===== config.mk =====
export PLATFORM = sky130hd
export DESIGN_NAME = sum_sequencer
export DESIGN_NICKNAME = d
export VERILOG_FILES = /design/src/rtl/sum_seq_pkg.sv /design/src/rtl/bcd_check.sv /design/src/rtl/sum_sequencer.sv
export SDC_FILE = /design/constraint.sdc
export NUM_CORES = 1
export LEC_CHECK = 0
export BUFFER_PORTS_ARGS = -buffer_cell sky130_fd_sc_hd__clkbuf_2
export CAP_MARGIN = 30
export CORE_ASPECT_RATIO = 1.4
export CORE_MARGIN = 5
export CORE_UTILIZATION = 54
export DETAILED_ROUTE_END_ITERATION = 16
export HOLD_SLACK_MARGIN = 0.05
export PLACE_DENSITY = 0.92
export SYNTH_ARGS = -nofsm -noshare
export SYNTH_HDL_FRONTEND = slang
export SYNTH_SLANG_ARGS = --single-unit

===== constraint.sdc =====
create_clock -name clk -period 2.5 [get_ports clk]
set_input_delay 0 -clock clk [delete_from_list [all_inputs] [get_ports clk]]
set_output_delay 0 -clock clk [all_outputs]
set_load 0.02 [all_outputs]

===== src/rtl/sum_seq_pkg.sv =====
`default_nettype none
// ============================================================================
// Module : sum_seq_pkg
// Brief  : Shared types and constants for the sum_sequencer block:
//          FSM state encoding, BCD field widths and the display error code.
// Rev    : 1.0  initial release
// ============================================================================
package sum_seq_pkg;

    localparam int NUM_W   = 12;   // 3-digit BCD operand
    localparam int SUM_W   = 16;   // 4-digit BCD sum / display word
    localparam int DIGIT_W = 4;    // one BCD digit

    localparam logic [SUM_W-1:0] DISP_ERR = 16'hEEEE;

    typedef enum logic [2:0] {
        WAIT_A    = 3'd0,
        WAIT_B    = 3'd1,
        START_ADD = 3'd2,
        WAIT_SUM  = 3'd3,
        SHOW      = 3'd4,
        ERROR     = 3'd5
    } state_e;

endpackage
`default_nettype wire


===== src/rtl/bcd_check.sv =====
`default_nettype none
// ============================================================================
// Module : bcd_check
// Brief  : Combinational BCD validity test. valid_o is high only when every
//          4-bit digit of num_i lies in 0..9.
// Ports  : num_i   [NUM_W-1:0]  candidate BCD number
//          valid_o              1 = all digits legal
// Rev    : 1.0  initial release
// ============================================================================
module bcd_check
    import sum_seq_pkg::*;
(
    input  logic [NUM_W-1:0] num_i,
    output logic             valid_o
);

    localparam int C_DIGITS = NUM_W / DIGIT_W;

    logic [C_DIGITS-1:0] w_digit_ok;

    for (genvar d = 0; d < C_DIGITS; d++) begin : g_digit
        assign w_digit_ok[d] = (num_i[d*DIGIT_W +: DIGIT_W] <= 4'd9);
    end

    assign valid_o = &w_digit_ok;

endmodule
`default_nettype wire


===== src/rtl/sum_sequencer.sv =====
`default_nettype none
// ============================================================================
// Module : sum_sequencer
// Brief  : Sequences a two-operand BCD addition: collects operand A and B
//          from the input manager, kicks an external BCD adder, captures its
//          sum and drives the display. No arithmetic is done here.
// Config : SUM_SEQ_TIMEOUT_EN - when defined, a watchdog limits the wait for
//          add_done to TIMEOUT_CYCLES cycles and enters ERROR on expiry.
// Ports  : clk, reset            clock, synchronous active-high reset
//          num_in, num_valid     BCD number from input manager
//          clear                 user clear pulse
//          im_clear              restart digit entry in input manager
//          op_a, op_b            registered BCD operands
//          add_start             adder start pulse
//          add_done, add_sum     adder completion strobe and sum
//          disp_value            registered display word
//          result_valid          high while a captured sum is shown
//          state_o               current FSM state
//          bcd_err               pulse when num_in is rejected
//          timeout_err           high while in ERROR
// Rev    : 1.0  initial release
// ============================================================================
module sum_sequencer
    import sum_seq_pkg::*;
#(
    parameter int TIMEOUT_CYCLES = 32
) (
    input  logic             clk,
    input  logic             reset,
    input  logic [NUM_W-1:0] num_in,
    input  logic             num_valid,
    input  logic             clear,
    output logic             im_clear,
    output logic [NUM_W-1:0] op_a,
    output logic [NUM_W-1:0] op_b,
    output logic             add_start,
    input  logic             add_done,
    input  logic [SUM_W-1:0] add_sum,
    output logic [SUM_W-1:0] disp_value,
    output logic             result_valid,
    output logic [2:0]       state_o,
    output logic             bcd_err,
    output logic             timeout_err
);

    localparam int C_PAD_W = SUM_W - NUM_W;

    state_e           state_q;
    logic [NUM_W-1:0] op_a_q;
    logic [NUM_W-1:0] op_b_q;
    logic [SUM_W-1:0] result_q;
    logic [SUM_W-1:0] disp_q;
    logic             im_clear_q;
    logic             add_start_q;
    logic             bcd_err_q;
    logic             result_valid_q;
    logic             w_num_ok;

    bcd_check u_bcd_check (
        .num_i   (num_in),
        .valid_o (w_num_ok)
    );

`ifdef SUM_SEQ_TIMEOUT_EN
    localparam int CNT_W = $clog2(TIMEOUT_CYCLES + 1);
    localparam logic [CNT_W-1:0] C_CNT_LAST = CNT_W'(TIMEOUT_CYCLES - 1);

    logic [CNT_W-1:0] wd_cnt_q;
    logic             timeout_err_q;
`else
    // Watchdog is not built; keep the parameter referenced.
    logic w_unused_timeout;
    assign w_unused_timeout = (TIMEOUT_CYCLES != 0);
`endif

    always_ff @(posedge clk) begin
        if (reset) begin
            state_q        <= WAIT_A;
            op_a_q         <= '0;
            op_b_q         <= '0;
            result_q       <= '0;
            disp_q         <= '0;
            im_clear_q     <= 1'b0;
            add_start_q    <= 1'b0;
            bcd_err_q      <= 1'b0;
            result_valid_q <= 1'b0;
`ifdef SUM_SEQ_TIMEOUT_EN
            wd_cnt_q       <= '0;
            timeout_err_q  <= 1'b0;
`endif
        end else begin
            im_clear_q  <= 1'b0;
            add_start_q <= 1'b0;
            bcd_err_q   <= 1'b0;

            // Display follows the state of the previous cycle, so it lags
            // every state change by exactly one clock.
            case (state_q)
                WAIT_A:             disp_q <= '0;
                WAIT_B:             disp_q <= {{C_PAD_W{1'b0}}, op_a_q};
                START_ADD, WAIT_SUM: disp_q <= {{C_PAD_W{1'b0}}, op_b_q};
                SHOW:               disp_q <= result_q;
                ERROR:              disp_q <= DISP_ERR;
                default:            disp_q <= '0;
            endcase

            if (clear) begin
                // Clear overrides every other event, including num_valid.
                state_q        <= WAIT_A;
                op_a_q         <= '0;
                op_b_q         <= '0;
                result_q       <= '0;
                im_clear_q     <= 1'b1;
                result_valid_q <= 1'b0;
`ifdef SUM_SEQ_TIMEOUT_EN
                wd_cnt_q       <= '0;
                timeout_err_q  <= 1'b0;
`endif
            end else begin
                case (state_q)
                    WAIT_A: begin
                        if (num_valid) begin
                            if (w_num_ok) begin
                                op_a_q     <= num_in;
                                im_clear_q <= 1'b1;
                                state_q    <= WAIT_B;
                            end else begin
                                bcd_err_q  <= 1'b1;
                            end
                        end
                    end
                    WAIT_B: begin
                        if (num_valid) begin
                            if (w_num_ok) begin
                                op_b_q      <= num_in;
                                im_clear_q  <= 1'b1;
                                add_start_q <= 1'b1;   // high for the START_ADD cycle
                                state_q     <= START_ADD;
                            end else begin
                                bcd_err_q   <= 1'b1;
                            end
                        end
                    end
                    START_ADD: begin
                        state_q  <= WAIT_SUM;
`ifdef SUM_SEQ_TIMEOUT_EN
                        wd_cnt_q <= '0;
`endif
                    end
                    WAIT_SUM: begin
                        if (add_done) begin
                            result_q       <= add_sum;
                            result_valid_q <= 1'b1;
                            state_q        <= SHOW;
`ifdef SUM_SEQ_TIMEOUT_EN
                        end else if (wd_cnt_q == C_CNT_LAST) begin
                            // Limit reached; add_done in this cycle would
                            // have taken the branch above instead.
                            timeout_err_q  <= 1'b1;
                            state_q        <= ERROR;
                        end else begin
                            wd_cnt_q       <= wd_cnt_q + CNT_W'(1);
`endif
                        end
                    end
                    SHOW: begin
                        if (num_valid) begin
                            if (w_num_ok) begin
                                op_a_q         <= num_in;
                                im_clear_q     <= 1'b1;
                                result_valid_q <= 1'b0;
                                state_q        <= WAIT_B;
                            end else begin
                                bcd_err_q      <= 1'b1;
                            end
                        end
                    end
                    ERROR: begin
                        // Only clear or reset leaves ERROR.
                    end
                    default: begin
                        state_q <= WAIT_A;
                    end
                endcase
            end
        end
    end

    assign im_clear     = im_clear_q;
    assign op_a         = op_a_q;
    assign op_b         = op_b_q;
    assign add_start    = add_start_q;
    assign disp_value   = disp_q;
    assign result_valid = result_valid_q;
    assign state_o      = state_q;
    assign bcd_err      = bcd_err_q;
`ifdef SUM_SEQ_TIMEOUT_EN
    assign timeout_err  = timeout_err_q;
`else
    assign timeout_err  = 1'b0;
`endif

endmodule
`default_nettype wire


### Word-level counts from Yosys, hierarchy flattened

Index checks and enable logic that the tools add are counted.

| storage, ports and cells | value |
|---|---|
| bits in registers | 63 |
| bits of input ports | 33 |
| output and inout bits | 48 |
| logic and storage cells | 58 |

| operators by class | value |
|---|---|
| $lt $le $gt $ge | 3 |
| eq/ne operators | 12 |
| multiplexer cells | 16 |
| bitwise logic cells | 4 |
| reductions and logical operators | 14 |

Operators with widths:

| operator | number |
|---|---|
| $pmux W16 S4 | 1 |
| $mux W3 | 5 |
| $pmux W3 S5 | 1 |
| $le A4 B4 Y1 const B | 3 |
| $reduce_and A5 Y1 | 2 |
| $mux W1 | 8 |
| $ne A2 B1 Y1 const B | 4 |
| $eq A3 B2 Y1 const B | 2 |
| $eq A3 B3 Y1 const B | 2 |
| $ne A2 B2 Y1 const B | 3 |
| $reduce_and A6 Y1 | 1 |
| $reduce_or A2 Y1 | 3 |
| $reduce_or A3 Y1 | 2 |
| $not A1 Y1 | 4 |
| $reduce_and A4 Y1 | 1 |
| $reduce_or A4 Y1 | 1 |
| $eq A3 B1 Y1 const B | 1 |
| $logic_not A3 Y1 | 1 |
| $reduce_and A3 Y1 | 1 |
| $pmux W1 S2 | 1 |
| $reduce_and A2 Y1 | 1 |
| $reduce_bool A2 Y1 | 1 |

### Depth between registers and ports, before layout

Gate-level depths: netlist (run 1).

| logic depth | value |
|---|---|
| depth in word-level cells | 6 |
| gate-level depth with buffers | 7 |
| depth with buffers taken out | 4 |

### By module

From an unflattened synthesis (run 1), not the netlist that was laid out.

| unflattened totals | value |
|---|---|
| cell total of the unflattened synthesis | 301 |
| area total of the unflattened synthesis | 2,547.4 um^2 |

Modules (own cells, without submodules):

| module | times used | cells an instance | area each (um^2) | sequential area each (um^2) |
|---|---|---|---|---|
| sum_sequencer | 1 | 297 | 2,526.2 | 1,261.2 |
| bcd_check | 1 | 4 | 21.3 | 0.0 |

### Least setup slack after synthesis (run 1)

OpenSTA, ideal clock, no wires.

| timing | value |
|---|---|
| path kind | flip-flop to flip-flop |
| start point | register state_q[1] (netlist: state_o[1]) |
| end point | register disp_q[10] (netlist: disp_value[10]) |
| library setup time | 128 ps |
| arrival time | 1,374 ps |
| data required time | 2,372 ps |
| path slack | 999 ps |
| cell stages (with the launch flop) | 7 |
| path buffers | 3 |
| clock period less this slack | 1,501 ps |
| cells stage by stage | dfxtp_1 -> buf_2 -> buf_2 -> a21oi_1 -> o31ai_1 -> clkbuf_1 -> nor2_1 |

| between the ends | value |
|---|---|
| cells in the longest elaborated chain, start to end | 3 |
| elaborated cells between the ends (all ways) | 7 |
| classes of those cells | 5 x eq/ne; 1 x mux; 1 x reduce/logical |

RTL lines:

| what | line | RTL |
|---|---|---|
| from (decl) | sum_sequencer.sv:48 | `state_e state_q;` |
| from (signal assigned) | sum_sequencer.sv:78 | `state_q <= WAIT_A;` |
| from (signal assigned) | sum_sequencer.sv:109 | `state_q <= WAIT_A;` |
| from (signal assigned) | sum_sequencer.sv:126 | `state_q <= WAIT_B;` |
| $eq A3 B2 Y1 | sum_sequencer.sv:98 | `case (state_q)` |
| $reduce_or A2 Y1 | sum_sequencer.sv:98 |  |
| $pmux W16 S4 (*) | sum_sequencer.sv:98 |  |
| to (signal assigned) | sum_sequencer.sv:100 | `WAIT_B: disp_q <= {{C_PAD_W{1'b0}}, op_a_q};` |
| to (signal assigned) | sum_sequencer.sv:101 | `START_ADD, WAIT_SUM: disp_q <= {{C_PAD_W{1'b0}}, op_b_q};` |
| to (signal assigned) | sum_sequencer.sv:102 | `SHOW: disp_q <= result_q;` |
| to (decl) | sum_sequencer.sv:52 | `logic [SUM_W-1:0] disp_q;` |

Mark *: on every way between the ends. The rest lies on a longest branch, timed or not.
A chain may end at the register's enable or synchronous reset.

### Worst setup path in the final report (run 1)

| timing | value |
|---|---|
| start point | register state_q[1] (netlist: state_o[1]) |
| end point | register im_clear_q (netlist: im_clear) |

| between the ends | value |
|---|---|
| cells in the longest elaborated chain, start to end | 4 |
| elaborated cells between the ends (all ways) | 6 |
| classes of those cells | 2 x eq/ne; 2 x mux; 2 x reduce/logical |

RTL lines:

| what | line | RTL |
|---|---|---|
| $eq A3 B3 Y1 (tied with other cells) | sum_sequencer.sv:120 | `case (state_q)` |
| $reduce_or A3 Y1 (no source line) (*) | n/a |  |
| $mux W1 (*) | n/a |  |
| $mux W1 (*) | sum_sequencer.sv:107 | `if (clear) begin` |
| to (signal assigned) | sum_sequencer.sv:113 | `im_clear_q <= 1'b1;` |
| to (signal assigned) | sum_sequencer.sv:125 | `im_clear_q <= 1'b1;` |
| to (signal assigned) | sum_sequencer.sv:136 | `im_clear_q <= 1'b1;` |
| to (decl) | sum_sequencer.sv:53 | `logic im_clear_q;` |

Marked as above.

==> metrics.txt, run 1 <==
Mapped Nets=327; transition time of the tightest slew-check pin=approximately 0.70 ns; largest stage delay on the critical path=0.77 ns; Max clock buf depth=2; Post-Synth XOR/XNOR Area=0; total clock buffers created by CTS=9; most used cells in the layout excluding fill and tap cells=clkbuf_2 (79), nand2_1 (68), dfxtp_1 (63); GRT overflow=0; critical path's slowest cell=dfxtp_1; P&R area growth vs syn=38.7%; first-iteration detailed-routing DRC count=236; worst-case hold path end point=result_valid; buffer and inverter count on the worst path=1; hold_ws=about 0.11 ns; post-route clock period utilization=0.794; share of the synthesized area in compound gates (AO/OA/AOI/OAI)=0.187; max-capacitance violation count=0; buffers added on ports=79; antenna diode count=0; Synth Cell Area=between 0.002 and 0.0025 mm2; synthesized instance count=294; core area=0.00450 mm2; post-DR wirelength/cell=16.0 um; pin count of the biggest net entering global routing=29; DR vias=approximately 2600; power density of the placed cells=622 mW/mm2; Worst setup EP type=register; number of hold violations in the final report=0; routability congestion estimate from global placement=0.865; family with the most delay on the worst path=flip-flops; detailed-router iteration count before antenna repair=4; row count=29; largest driver fanout on the critical path=22; post-route antenna net violation count=0; Final Slew Violations=0; arrival time worst endpoint=2.22 ns; critical register-to-register path startpoint=state_o[1]; gr usage total=0.260; cts repair resizes=0; average instance area after synthesis=8.47 um2; vias per cell=5.47; final-report setup violation count=0; number of antenna violations at the first check in global routing=0; hold path depth=3; count of boundary I/O pins=81; Post-Synth Adder-Cell Area=0; start point of the worst min-delay path=clear; horizontal die dimension=67.4 um; filler cell count=306; CP Launch Type=register; number of cells on the worst reg-to-reg path=5; ys async rst share=0; Die Ht=90.4 um; wire length of the first global-routing pass=between 10000 and 15000 um; ratio of cells with drive above 1 in the final layout=0.267; fraction of synthesized area in multiplexers=0.0482; initial core utilization=0.554; sum of negative setup slack=0 ns; number of global-route vias before repair=approximately 2600; result of the run=finished clean; dpl hpwl=between 4000 and 5000 um; Max-slew headroom=0.532; WP data required=about 2.7 ns; Tightest Hold Check Type=input pin to register; leakage power of the design=1.45 nW; primary flip-flop cell chosen by synthesis mapping=dfxtp_1; most frequent standard cell in the layout excluding fill and tap cells=clkbuf_2; root buffer cell=clkbuf_8; clock network latency to the later pin of the worst-skew pair=0.34 ns; type of the setup path with the least slack=register to register; simple-gate share of the synthesized area=0.212; total number of yosys warnings=0; H-tree depth=3; FF-to-FF setup slack=0.52 ns; EDFF count, synth=0; number of unique standard cell types used by synthesis=36; worst clock skew=between 0.005 and 0.006 ns; area occupied by multi-input gates=0.00112 mm2; achievable frequency=slightly above 0.5 GHz; CTS Sinks=63; Worst VDD drop=about 0.42 mV; #FFs+latches synth=63; routed wire length=7470 um; die area=0.00609 mm2; sequential fraction of the synthesis area=0.506; dominant combinational cell family by area after synthesis=simple AND/OR/NAND/NOR gates; CP cell instances=nand2b_1 > a21oi_1 > a41oi_1 > nor2_1 > dlygate4sd3_1; min cycle time layout=1.98 ns; clock slew seen by the registers of the worst setup and hold paths=0.07 ns; area of all sequential standard cells=0.00126 mm2; endpoint of the worst register-to-register path=im_clear; net count of the finished layout=~430; RSZ-0062 raised after global routing=false; clock tree from TritonCTS=built; residual DRC count=0
[metrics by stage]
stage	total power [W]	instances	utilization	setup slack (ns)	instance area [um2]
6_report	0.00215	467	0.768	0.516	3450
4_1_cts	0.00215	467	0.768	0.588	3450
3_5_place_dp	0.00114	419	0.647	0.724	2910
5_1_grt	0.00221	467	0.768	0.357	3450
2_1_floorplan	0.00109	294	-	0.999	2490
3_3_place_gp	0.00114	419	0.647	0.748	2910
[cells in the mapped netlist, types with 2 or more instances]
| library cell | number | area share |
|---|---|---|
| nor2b_1 | 3 | 0.0075 |
| o21ai_4 | 3 | 0.020 |
| a2bb2oi_1 | 4 | 0.014 |
| buf_2 | 6 | 0.012 |
| nand2_1 | 68 | 0.10 |
| a22oi_1 | 4 | 0.012 |
| mux2i_1 | 12 | 0.048 |
| nand3_1 | 16 | 0.032 |
| nand2b_1 | 2 | 0.0050 |
| nor2_1 | 17 | 0.026 |
| and3_1 | 2 | 0.0050 |
| buf_4 | 2 | 0.0060 |
| nor3_1 | 2 | 0.0040 |
| clkbuf_1 | 12 | 0.018 |
| a21oi_1 | 35 | 0.070 |
| dfxtp_1 | 63 | 0.51 |
| buf_1 | 2 | 0.0030 |
| o21ai_0 | 21 | 0.042 |
| o21a_1 | 3 | 0.0090 |
[layout make-up]
class | count | area share
sequential | 63 | 0.365
inverter | 1 | 0.00109
timing repair buffer | 118 | 0.222
multi-input combinational | 207 | 0.324
tap | 62 | 0.0225
clock buffer | 13 | 0.0460
clock inverter | 3 | 0.0188
[metal layers]
layer  up-vias  wire length (um)  global-route usage
met1      1222              2730               0.273
li1       1212                 -                   -
met5         -                 0                   0
met4         0               358               0.154
met2        93              3980               0.448
met3        29               410              0.0660
[cell families (layout without fill, tap and decap cells)]
logic type,after synthesis,count (layout)
compound gates,76,76
other cells,1,1
simple gates,118,118
buf+inv,24,135
flops,63,63
mux,12,12
[worst max-delay path by stage]
stage,start,endpoint,slack (ns),cells past startpoint
2_1_floorplan,state_o[1],disp_value[10],1.0,6
3_3_place_gp,state_o[0],result_q[2],0.75,4
3_5_place_dp,state_o[0],result_q[7],0.72,4
4_1_cts,state_o[1],im_clear,0.59,5
5_1_grt,state_o[1],im_clear,0.36,5
6_report,state_o[1],im_clear,0.52,5
[what timing repair did]
item / CTS / global route
hold buffers: 32 / 0
hold endpoints to repair: 45 / 0
buffers inserted: 0 / 0
[report_power, final]
part / switching (W) / internal [W] / leakage [nW]
Combinational: 0.0000752 / 0.0000714 / 0.833
Sequential: 0.00000526 / 0.00101 / 0.508
Clock: 0.000374 / 0.000615 / 0.114
Total: 0.000455 / 0.00170 / 1.45
[sequential cells by signal (all words and copies together), names as in the netlist]
signal        flops
result_valid      1
state_o           3
bcd_err           1
result_q         16
im_clear          1
disp_value       16
op_b             12
op_a             12
add_start         1
[worst min-delay path, delay by kind of cell]
family                 cells  cell delay, ns
and+or+nand+nor            1            0.14
AOI/OAI and AO/OA          1            0.15
buffers and inverters      1            0.12
No activity file was read; power rests on OpenSTA's default activity.
==> run 2, diff against run 1 <==
--- a/config.mk
+++ b/config.mk
@@ -5,14 +5,15 @@
 export SDC_FILE = /design/constraint.sdc
 export NUM_CORES = 1
 export LEC_CHECK = 0
+export ABC_AREA = 1
 export BUFFER_PORTS_ARGS = -buffer_cell sky130_fd_sc_hd__clkbuf_2
 export CAP_MARGIN = 30
 export CORE_ASPECT_RATIO = 1.4
 export CORE_MARGIN = 5
-export CORE_UTILIZATION = 54
+export CORE_UTILIZATION = 44
 export DETAILED_ROUTE_END_ITERATION = 16
 export HOLD_SLACK_MARGIN = 0.05
-export PLACE_DENSITY = 0.92
+export PLACE_DENSITY = 0.82
 export SYNTH_ARGS = -nofsm -noshare
 export SYNTH_HDL_FRONTEND = slang
 export SYNTH_SLANG_ARGS = --single-unit
==> constraint.sdc (replaced) <==
create_clock -name clk -period 1.6 [get_ports clk]
set_input_delay 0 -clock clk [delete_from_list [all_inputs] [get_ports clk]]
set_output_delay 0 -clock clk [all_outputs]
set_load 0.02 [all_outputs]
==> run 2 against run 1 <==
  * Worst hold slack got worse by 0.053 ns
  * Clock-buffer cell count is 1 lower
  * Clock skew barely moved
  * Core utilization decreased by 13 points
  * Synthesized cell count rose by 0.34%
  * First-iteration DRC count down 29%
  * Area after synthesis fell by 4.1%
  * Total power increased by 46%
  * Critical path depth rose by 4
  * Global-route usage decreased by 6.3 points
  * Clock power is 26% higher
==> metrics.txt, run 2 <==
cell with the most instances on the worst path=nor2_1; average instance area after synthesis=a little over 8 um2; synthesized instance count=295; Synth Cell Area=0.00239 mm2; most numerous cell in the Yosys netlist=dfxtp_1; core area=0.00524 mm2; Die Ht=97.2 um; Non-Filler Instances=474; max-capacitance violation count=0; Max clock buf depth=2; power density of the placed cells=944 mW/mm2; Post-Place Cells=429; Yosys top cell area share=0.528; endpoint of the worst register-to-register path=disp_value[3]; min cycle time layout=1.48 ns; GRT overflow=0; main area contributors after synthesis=dfxtp_1 (53%), a21oi_1 (12%), nor2_1 (5.2%); critical path's slowest cell=dlygate4sd3_1; gr usage total=0.197; buffer count from post-CTS setup fixing=0; initial core utilization=0.456; most used cells in the layout excluding fill and tap cells=clkbuf_2 (79), dfxtp_1 (63), a21oi_1 (58); number of antenna violations at the first check in global routing=0; primary flip-flop cell chosen by synthesis mapping=dfxtp_1; ratio of cells with drive above 1 in the final layout=0.277; largest stage delay on the critical path=about 0.53 ns; Final Slew Violations=0; critical register-to-register path startpoint=state_o[1]; buffers added on ports=79; number of cells on the worst reg-to-reg path=5; worst setup path startpoint=num_in[9]; EDFF count, synth=0; antenna diode count=0; clock tree from TritonCTS=built; net count of the finished layout=437; CP Launch Type=input pin; result of the run=finished clean; DR vias=2394; Worst VDD drop=0.557 mV; post-DR wirelength/cell=14.0 um; sequential fraction of the synthesis area=0.528; number of unique standard cell types used by synthesis=23; horizontal die dimension=72.3 um; vias per cell=~5; #FFs+latches synth=63; PnR Total Power=0.00313 W; largest driver fanout on the critical path=14; total clock buffers created by CTS=9; die area=0.00703 mm2; root buffer cell=clkbuf_8; routability congestion estimate from global placement=0.905; row count=31; worst clock skew=0.00594 ns; post-route clock period utilization=0.927; ys async rst share=0; crit path capture=op_a[0]; most frequent standard cell in the layout excluding fill and tap cells=clkbuf_2; Worst setup EP type=register; clock network latency to the later pin of the worst-skew pair=0.33 ns; Yosys top cell by area=dfxtp_1; arrival time worst endpoint=roughly 1.8 ns; post-route antenna net violation count=0; H-tree depth=3; detailed-router iteration count before antenna repair=5; leakage power of the design=between 1 and 1.5 nW; FF-to-FF setup slack=0.17 ns; achievable frequency=0.674 GHz; WP data required=1.87 ns; count of boundary I/O pins=81; wire length of the first global-routing pass=10900 um; CP cell instances=dlygate4sd3_1 > clkbuf_2 > o21ai_1 > nand3_2 > nor2_4 > nand2_2 > inv_4 > nor2_1 > nor2_1; hold_ws=around 0.059 ns; RSZ-0062 raised after global routing=true; most frequent cells after synthesis=dfxtp_1 (63), a21oi_1 (58), nor2_1 (33); P&R area growth vs syn=38.8%; first-iteration detailed-routing DRC count=168; pin count of the biggest net entering global routing=34; CTS Sinks=63; placed cell areas=0.00283 mm2; residual DRC count=0; dpl hpwl=4680 um; routed wire length=6660 um; type of the setup path with the least slack=input pin to register; number of hold violations in the final report=0; number of global-route vias before repair=2344; Mapped Nets=between 300 and 400; total number of yosys warnings=0; Tightest Hold Check Type=input pin to register; final design instance area without fill=approximately 0.0033 mm2; share of the core filled with cells in the final layout=0.634; final-report setup violation count=0; clock slew seen by the registers of the worst setup and hold paths=0.06 ns
[run 2: stage by stage]
step / setup TNS [ns] / setup WS (ns)
after floorplan: 0 / 0.160
after global placement: 0 / 0.219
after detailed placement: 0 / 0.188
after CTS: 0 / 0.0714
after global routing: -0.0641 / -0.0291
final: 0 / 0.116
[run 2: cells by family (layout without fill, tap and decap cells)]
kind of cell / count (synthesis) / in the layout / synth area share
compound gates: 104 / 104 / 0.231
other cells: 1 / 1 / 0.00157
flops: 63 / 63 / 0.528
simple gates: 82 / 82 / 0.159
buf+inv: 45 / 158 / 0.0801
[run 2: how the worst min path moves through the flow]
stage | from | to | slack, ns | cells past startpoint
floorplan | reset | disp_value[0] | 0.07 | 1
global placement | num_in[4] | op_a[4] | 0.27 | 3
detailed placement | clear | im_clear | 0.26 | 3
CTS | reset | disp_value[11] | 0.05 | 2
global route | reset | disp_value[5] | 0.07 | 2
finish | reset | disp_value[5] | 0.06 | 2
[run 2: critical path, delay by kind of cell]
family | cells | cell delay (ns)
AO/OA/AOI/OAI | 1 | 0.23
buffers and inverters | 3 | 0.84
AND/OR/NAND/NOR | 5 | 0.67
[run 2: what timing repair did]
action	in CTS	in global routing
setup endpoints to repair	0	24
gates resized for setup	0	2
hold buffers	30	0
hold endpoints to repair	42	0
[run 2: cell type report]
cell class                 count  area [um2]
multi-input combinational    187         940
fill                         469        1920
clock inverter                 3        17.5
tap                           66        82.6
sequential                    63        1260
inverter                      27         104
clock buffer                  12         165
timing repair buffer         116         748
[run 2: per-layer routing]
metal	share of wire	vias up	wire, um	track usage
met2	0.51	95	3400	0.328
met5	0	-	0	0
met1	0.39	1072	2620	0.230
met4	0.030	0	202	0.106
met3	0.065	14	432	0.0393
li1	-	1213	-	-
[run 2: power by group]
| part | switching (W) | leakage (nW) | internal [W] | total, W |
|---|---|---|---|---|
| logic | 0.000159 | 0.735 | 0.000125 | 0.000285 |
| clock network | 0.000576 | 0.0942 | 0.000675 | 0.00125 |
| registers | 0.0000148 | 0.508 | 0.00158 | 0.00160 |
==> run 3, diff against run 2 <==
--- a/config.mk
+++ b/config.mk
@@ -10,10 +10,11 @@
 export CAP_MARGIN = 30
 export CORE_ASPECT_RATIO = 1.4
 export CORE_MARGIN = 5
-export CORE_UTILIZATION = 44
+export CORE_UTILIZATION = 49
 export DETAILED_ROUTE_END_ITERATION = 16
 export HOLD_SLACK_MARGIN = 0.05
-export PLACE_DENSITY = 0.82
+export PLACE_DENSITY = 0.86
+export RECOVER_POWER = 100
 export SYNTH_ARGS = -nofsm -noshare
 export SYNTH_HDL_FRONTEND = slang
 export SYNTH_SLANG_ARGS = --single-unit
==> constraint.sdc (replaced) <==
create_clock -name clk -period 1.55 [get_ports clk]
set_input_delay 0 -clock clk [delete_from_list [all_inputs] [get_ports clk]]
set_output_delay 0 -clock clk [all_outputs]
set_load 0.02 [all_outputs]
==> run 3 against run 2 <==
  * Die area fell by 9.0%
  * Register-to-register slack got worse by 0.04 ns
  * Largest power group unchanged
  * Highest routed layer unchanged
  * Sequential share of layout area rose by 0.63 points
  * Critical path depth did not move
  * Total power rose by 3.0%
==> metrics.txt, run 3 (synthesized netlist as in run 2, its figures left out) <==
result of the run=finished clean; Worst setup EP type=register; final-report setup violation count=0; number of antenna violations at the first check in global routing=0; post-DR wirelength/cell=14.7 um; most used cells in the layout excluding fill and tap cells=dfxtp_1 (61), a21oi_1 (58), clkbuf_1 (47); Die Ht=92.6 um; leakage power of the design=1.19 nW; gr usage total=0.227; root buffer cell=clkbuf_8; core area=0.00480 mm2; placed cell areas=about 0.0028 mm2; initial core utilization=0.497; residual DRC count=0; die area=0.00639 mm2; Worst VDD drop=0.639 mV; min cycle time layout=1.51 ns; RSZ-0062 raised after global routing=true; antenna diode count=0; post-route antenna net violation count=0; buffers added on ports=79; total clock buffers created by CTS=9; dpl hpwl=4680 um; wire length of the first global-routing pass=approximately 11000 um; CTS Sinks=63; row count=30; routability congestion estimate from global placement=0.898; routed wire length=6980 um; P&R area growth vs syn=36.9%; pin count of the biggest net entering global routing=33; DR vias=between 2000 and 3000; net count of the finished layout=approximately 440; post-route clock period utilization=0.972; number of hold violations in the final report=0; Max clock buf depth=2; vias per cell=5.32; ratio of cells with drive above 1 in the final layout=0.163; largest driver fanout on the critical path=14; arrival time worst endpoint=about 1.8 ns; number of global-route vias before repair=around 2500; CP Launch Type=input pin; max-capacitance violation count=0; Tightest Hold Check Type=input pin to register; first-iteration detailed-routing DRC count=284; count of boundary I/O pins=81; GRT overflow=0; sum of negative setup slack=0 ns; final design instance area without fill=~0.0033 mm2; power density of the placed cells=approximately 990 mW/mm2; clock network latency to the later pin of the worst-skew pair=roughly 0.35 ns; achievable frequency=0.664 GHz; type of the setup path with the least slack=input pin to register; H-tree depth=3; WP data required=1.83 ns; detailed-router iteration count before antenna repair=5; horizontal die dimension=69.0 um; worst clock skew=0.00867 ns; most frequent standard cell in the layout excluding fill and tap cells=dfxtp_1; Final Slew Violations=0; clock slew seen by the registers of the worst setup and hold paths=roughly 0.06 ns; clock tree from TritonCTS=built
[run 3: cell types whose count changed in the layout (fill, tap and decap cells not counted), sizes merged]
cell / before / now
dlygate4sd3: 30 / 32
buf: 7 / 6
clkbuf: 91 / 93
[run 3: cell type report]
cell class,instances,area [um2]
multi-input combinational,187,932
clock inverter,3,17.5
fill,418,1530
clock buffer,13,159
sequential,63,1260
tap,64,80.1
inverter,27,106
timing repair buffer,118,712
[run 3: routing by layer]
layer	wire, um	GRT usage	part of all wire	up-vias
met4	260	0.148	0.037	0
li1	-	-	-	1214
met5	0	0	0	-
met3	549	0.0575	0.079	22
met2	3640	0.402	0.52	138
met1	2530	0.236	0.36	1154
[run 3: power breakdown]
group,internal [W],switching (W)
clock,0.000662,0.000613
combinational,0.000129,0.000172
sequential,0.00164,0.0000151
[run 3: stage by stage]
step                       util  hold slack [ns]  worst slack [ns]  instances  power [W]
after floorplan               -           0.0691             0.110        295    0.00182
after global placement    0.589            0.263             0.143        427    0.00192
after detailed placement  0.589            0.265             0.121        427    0.00192
after CTS                 0.692            0.140           0.00586        475    0.00324
after global routing      0.681            0.190           -0.0777        475    0.00333
final                     0.681            0.171            0.0441        475    0.00323
[run 3: worst paths after layout]
path,start,endpoint,slack [ns],depth (start not counted)
min reg2reg,result_q[10],result_q[10],0.45,2
min,num_in[6],bcd_err,0.17,5
max reg2reg,state_o[1],result_q[1],0.13,6
max,num_in[10],op_a[8],0.04,9
[run 3: critical path, stage by stage]
cell and delay, ns:
dlygate4sd3_1 0.55, clkbuf_2 0.14, o21ai_1 0.21, nand3_2 0.16, nor2_4 0.14, nand2_2 0.22, inv_6 0.19, nor2_1 0.05
nor2_1 0.12
[run 3: what timing repair did]
item | CTS | global route
endpoints found under the setup margin | 0 | 32
resized for setup | 0 | 5
hold buffers | 32 | 0
endpoints found under the hold margin | 50 | 0
setup buffers | 0 | 0
